### src/rtl/payoff_accumulator.sv
// Monte Carlo payoff accumulation stage: European call/put payoff per path,
// summed in a wide accumulator and presented as saturated Q8.24 sum and count.
module payoff_accumulator #(
  parameter int FRAC  = 24,
  parameter int ACC_W = 40
) (
  input  logic        clk,
  input  logic        rst,
  input  logic        start,
  input  logic [6:0]  num_paths,
  input  logic [31:0] strike,
  input  logic        is_put,
  input  logic        s_valid,
  input  logic [31:0] s_in,
  output logic [31:0] sum,
  output logic [31:0] count,
  output logic        out_valid,
  output logic        done,
  output logic        busy,
  output logic        overflow
);

  typedef enum logic [1:0] {
    IDLE  = 2'd0,
    ACCUM = 2'd1,
    DONE  = 2'd2
  } state_t;

  state_t             state_q, state_d;
  logic [31:0]        strike_q, strike_d;
  logic               is_put_q, is_put_d;
  logic [6:0]         num_paths_q, num_paths_d;
  logic [ACC_W-1:0]   acc_q, acc_d;
  logic [6:0]         cnt_q, cnt_d;
  logic [31:0]        sum_q, sum_d;
  logic [31:0]        count_q, count_d;
  logic               overflow_q, overflow_d;
  logic               out_valid_q, out_valid_d;
  logic               done_q, done_d;
  logic               busy_q, busy_d;

  logic               start_ok;
  logic signed [32:0] price_ext;
  logic signed [32:0] strike_ext;
  logic signed [32:0] diff;
  logic [32:0]        payoff;
  logic [ACC_W-1:0]   acc_sum;
  logic [6:0]         cnt_inc;
  logic [31:0]        cnt_ext;
  logic               acc_big;

  // Payoff datapath is evaluated every cycle; it is only committed on an accepted sample.
  always_comb begin
    start_ok   = start && (num_paths != 7'd0);
    price_ext  = {s_in[31], s_in};
    strike_ext = {strike_q[31], strike_q};
    diff       = is_put_q ? (strike_ext - price_ext) : (price_ext - strike_ext);
    payoff     = diff[32] ? 33'd0 : diff;
    acc_sum    = acc_q + {{(ACC_W-33){1'b0}}, payoff};
    cnt_inc    = cnt_q + 7'd1;
    cnt_ext    = {25'd0, cnt_inc};
    acc_big    = |acc_sum[ACC_W-1:31];
  end

  always_comb begin
    state_d     = state_q;
    strike_d    = strike_q;
    is_put_d    = is_put_q;
    num_paths_d = num_paths_q;
    acc_d       = acc_q;
    cnt_d       = cnt_q;
    sum_d       = sum_q;
    count_d     = count_q;
    overflow_d  = overflow_q;
    out_valid_d = 1'b0;

    case (state_q)
      IDLE, DONE: begin
        if (start_ok) begin
          state_d     = ACCUM;
          strike_d    = strike;
          is_put_d    = is_put;
          num_paths_d = num_paths;
          acc_d       = '0;
          cnt_d       = '0;
          sum_d       = '0;
          count_d     = '0;
          overflow_d  = 1'b0;
        end
      end
      ACCUM: begin
        if (s_valid) begin
          acc_d      = acc_sum;
          cnt_d      = cnt_inc;
          sum_d      = acc_big ? 32'h7FFF_FFFF : acc_sum[31:0];
          overflow_d = overflow_q | acc_big;
          count_d    = cnt_ext << FRAC;
          if (cnt_inc == num_paths_q) begin
            state_d     = DONE;
            out_valid_d = 1'b1;
          end
        end
      end
      default: state_d = IDLE;
    endcase

    busy_d = (state_d == ACCUM);
    done_d = (state_d == DONE);
  end

  always_ff @(posedge clk) begin
    if (rst) begin
      state_q     <= IDLE;
      strike_q    <= '0;
      is_put_q    <= 1'b0;
      num_paths_q <= '0;
      acc_q       <= '0;
      cnt_q       <= '0;
      sum_q       <= '0;
      count_q     <= '0;
      overflow_q  <= 1'b0;
      out_valid_q <= 1'b0;
      done_q      <= 1'b0;
      busy_q      <= 1'b0;
    end else begin
      state_q     <= state_d;
      strike_q    <= strike_d;
      is_put_q    <= is_put_d;
      num_paths_q <= num_paths_d;
      acc_q       <= acc_d;
      cnt_q       <= cnt_d;
      sum_q       <= sum_d;
      count_q     <= count_d;
      overflow_q  <= overflow_d;
      out_valid_q <= out_valid_d;
      done_q      <= done_d;
      busy_q      <= busy_d;
    end
  end

  assign sum       = sum_q;
  assign count     = count_q;
  assign overflow  = overflow_q;
  assign out_valid = out_valid_q;
  assign done      = done_q;
  assign busy      = busy_q;

endmodule
### config.mk
export PLATFORM = sky130hd
export DESIGN_NAME = payoff_accumulator
export DESIGN_NICKNAME = d
export VERILOG_FILES = /design/src/rtl/payoff_accumulator.sv
export SDC_FILE = /design/constraint.sdc
export NUM_CORES = 1
export LEC_CHECK = 0
export ABC_AREA = 1
export CORE_ASPECT_RATIO = 0.6
export CORE_UTILIZATION = 35
export DETAILED_ROUTE_END_ITERATION = 10
export SETUP_SLACK_MARGIN = 0.05
export SLEW_MARGIN = 20
export SYNTH_ARGS = -nofsm -noshare
export SYNTH_HDL_FRONTEND = slang
export SYNTH_SLANG_ARGS = --single-unit
### constraint.sdc
create_clock -name clk -period 11.17 [get_ports clk]
set_input_delay 2.234 -clock clk [delete_from_list [all_inputs] [get_ports clk]]
set_output_delay 2.234 -clock clk [all_outputs]
set_load 0.02 [all_outputs]
==> impl_results.md <==
- Status: complete, no violations
- Adder-Cell Fraction of Synth Area: between 10% and 20%
- Worst EP required: 11.46 ns
- 1st-pass router iterations: 6
- All-Layer GR Usage: 24.5%
- Worst-path fanout max: 32
- Worst Skew: around 0.012 ns
- Initial Util: 36.2%
- PD cells: between 100 and 150 nW/um^2
- Seq/Total Area, Yosys: 21.8%
- NumNets Final: 2139
- Core area: 31700 um^2
- Initial DRC count: roughly 1.2k
- DRT antenna net count: 0
- Share of the synthesized area in the top cell type: 21.8%
- Die W: 236 um
- Most frequent cell after synthesis: nand2_1
- Mux contribution to synthesized area: 0.348%
- Slew headroom: 30.1%
- Share of cells above drive strength 1: under 10%
- Final Max Slew Viols: 0
- Fin crit share: 70.7%
- Final HPWL DP: 32.9 mm
- Main synth FF type: dfxtp_1
- Ports: between 100 and 150
- N_diodes: 0
- DIE AREA: 33600 um^2
- Register area: 2500 um^2
- Die Ht: 142 um
- Htree depth: 4
- DR DRC count: 0
- Top post-synthesis cells by count: nand2_1, inv_1, a21oi_1
- TritonCTS Buffers: 17
- Post-synth EDFFs: 0
- DR vias/cell: ~5.1
- Leak: 6.32 nW
- Clock buffer depth: 2
- DRT Wirelength: 40.5 mm
- VDD IR-drop max: 0.111 mV
- Post-Syn Instances: approximately 1.9k
- Cts hold-fix bufs: 0
- Top cells by area, synth: dfxtp_1, nand2_1, ha_1
- Placed inst area: 12900 um^2
- Initial antenna violation count: 0
- Final setup fails: 0
- Max-cap viol count: 0
- Number of global-route vias before repair: 11.0k
- CP most frequent cell: nand2_1
- Core Util, Final: between 40 and 50%
- Slowest library cell on the worst path: nand2_2
- Setup TNS Final: 0 ns
- Async SR Flop Fraction: 0%
- Fillers: 3396
- Synth Cell Area: 11500 um^2
- CP top delay family: simple AND/OR/NAND/NOR gates
- Fin area: approximately 13000 um^2
- Cell taking the most area after synthesis: dfxtp_1
- Clk Latency, worst-skew pair: 0.45 ns
- Slowest cell delay on critical path: 0.49 ns
- Final worst setup slack: 3.27 ns
- Worst Setup Path Type: primary input to register
- Synth Area in Simple Gates: 29.0%
- Worst slew pin tran: ~1.0 ns
- Worst slack at placement: 2.89 ns
- Bufs and invs on worst path: 4
- Reg clk slew, reported paths: 0.06 ns
- Startpoint types: primary input
- Total number of vias: 12.1k
- Main combinational cell family by area after synthesis: simple AND/OR/NAND/NOR gates
- Post-DR wirelength/cell: about 17 um
- Critical path arrival: 8.18 ns
- Routability cong.: 1.01
- Synth Warn #: 0
- Setup bufs post-CTS: 0
- Area Growth Syn to Fin: 17.1%
- Mean Syn Cell Area: 6.15 um^2
- Hold crit path type: register to register
- CTS tree: yes
- Row count: 50
- RSZ-0062 raised after global routing: no
- Post-Synth XOR/XNOR Area: 4.04%
- Post-CTS resize count: 0
- Largest net degree at the start of global routing: 81
- Critical Path End Type: register
- Final hold violations: 0
- Flop and latch count out of synthesis: 125
- First-pass GRT wire length: between 60 and 70 mm
- Synth Area in Compound Gates: 21.0%
- CTS root buffer: clkbuf_16
- # port buffers: 118
- Fin crit period: 7.90 ns
- Area of the multi-input gates: ~7600 um^2
- Highest Clock Rate: 0.127 GHz
- Yosys cell types: 48
- CTS Sinks: 125
- GR Overflow Total: 0
cell usage in the layout (no fill, tap or decap), types with 4 or more instances in the layout:
master,synthesis,routed
ha_1,97,97
nor2_1,157,157
nand3_1,62,62
nand2_1,513,513
a21oi_2,30,30
conb_1,1,25
buf_4,28,8
nor3_1,13,13
xnor2_1,18,18
nand2_2,13,13
o21ai_0,120,120
xor2_1,35,35
clkdlybuf4s50_1,0,117
nor2_2,10,10
inv_1,262,262
inv_6,0,4
a21o_1,12,12
inv_2,6,7
dfxtp_1,125,125
clkbuf_16,0,17
nand3_2,4,4
a21boi_0,5,5
nor4_1,5,5
mux2i_1,4,4
a21oi_1,231,231
or2_2,15,15
o21bai_1,14,14
nand3b_1,6,6
area by class of cell:
type | count | share of cell area, %
flip-flops and latches | 125 | 18.6
inverters | 271 | 7.56
well taps | 416 | 3.87
clock buffers | 18 | 3.19
multi-input cells | 1423 | 56.6
repair buffers | 125 | 9.15
clock inverters | 14 | 1.00
tightest hold or removal path: stages (launching register included):
cell and delay (ns):
dfxtp_1 0.31, nand2_1 0.06, nor2_1 0.04
report_power, final:
| group | switching, mW | internal (mW) | leakage (nW) |
|---|---|---|---|
| Combinational | 0.461 | 0.238 | 5.03 |
| Clock | 0.245 | 0.310 | 0.270 |
| Sequential | 0.0192 | 0.478 | 1.02 |
| Total | 0.725 | 1.03 | 6.32 |
per-stage QoR:
stage / total power [mW] / std cells / hold WS (ns)
2_1_floorplan: 0.985 / 1894 / 0.439
3_3_place_gp: 1.19 / 2360 / 0.440
3_5_place_dp: 1.19 / 2360 / 0.430
4_1_cts: 1.76 / 2392 / 0.440
5_1_grt: 1.86 / 2392 / 0.461
6_report: 1.75 / 2392 / 0.440
flip-flops by register name (all words and copies together), names as in the netlist:
| name | cells |
|---|---|
| acc_q | 40 |
| strike_q | 32 |
| sum | 32 |
| count | 7 |
| num_paths_q | 7 |
| state_q | 2 |
| busy | 1 |
| done | 1 |
| is_put_q | 1 |
| out_valid | 1 |
| overflow | 1 |
kinds of logic (layout without fill, tap and decap cells):
logic type,after synthesis,after routing
other,1,25
xor gates and xnor gates,53,53
muxes,4,4
and+or+nand+nor,810,810
buffers and inverters,346,428
AOI/OAI and AO/OA,431,431
DFF,125,125
adders and majority gates,100,100
final timing paths:
kind	slack [ns]	cells past startpoint	startpoint	endpoint
worst max-delay path	3.27	31	s_in[0]	sum[0]$_SDFFE_PP0P_
worst min-delay path	0.44	2	sum[31]$_SDFFE_PP0P_	sum[31]$_SDFFE_PP0P_
worst max register to register	5.25	30	strike_q[0]$_SDFFE_PP0P_	sum[0]$_SDFFE_PP0P_
worst min register to register	0.44	2	sum[31]$_SDFFE_PP0P_	sum[31]$_SDFFE_PP0P_
layer usage:
metal	GRT usage (%)	routed length, um
met1	38.7	21800
met2	31.2	14200
met3	6.81	4110
met4	4.95	388
met5	0	0
Power figures use the tool's default switching activity.
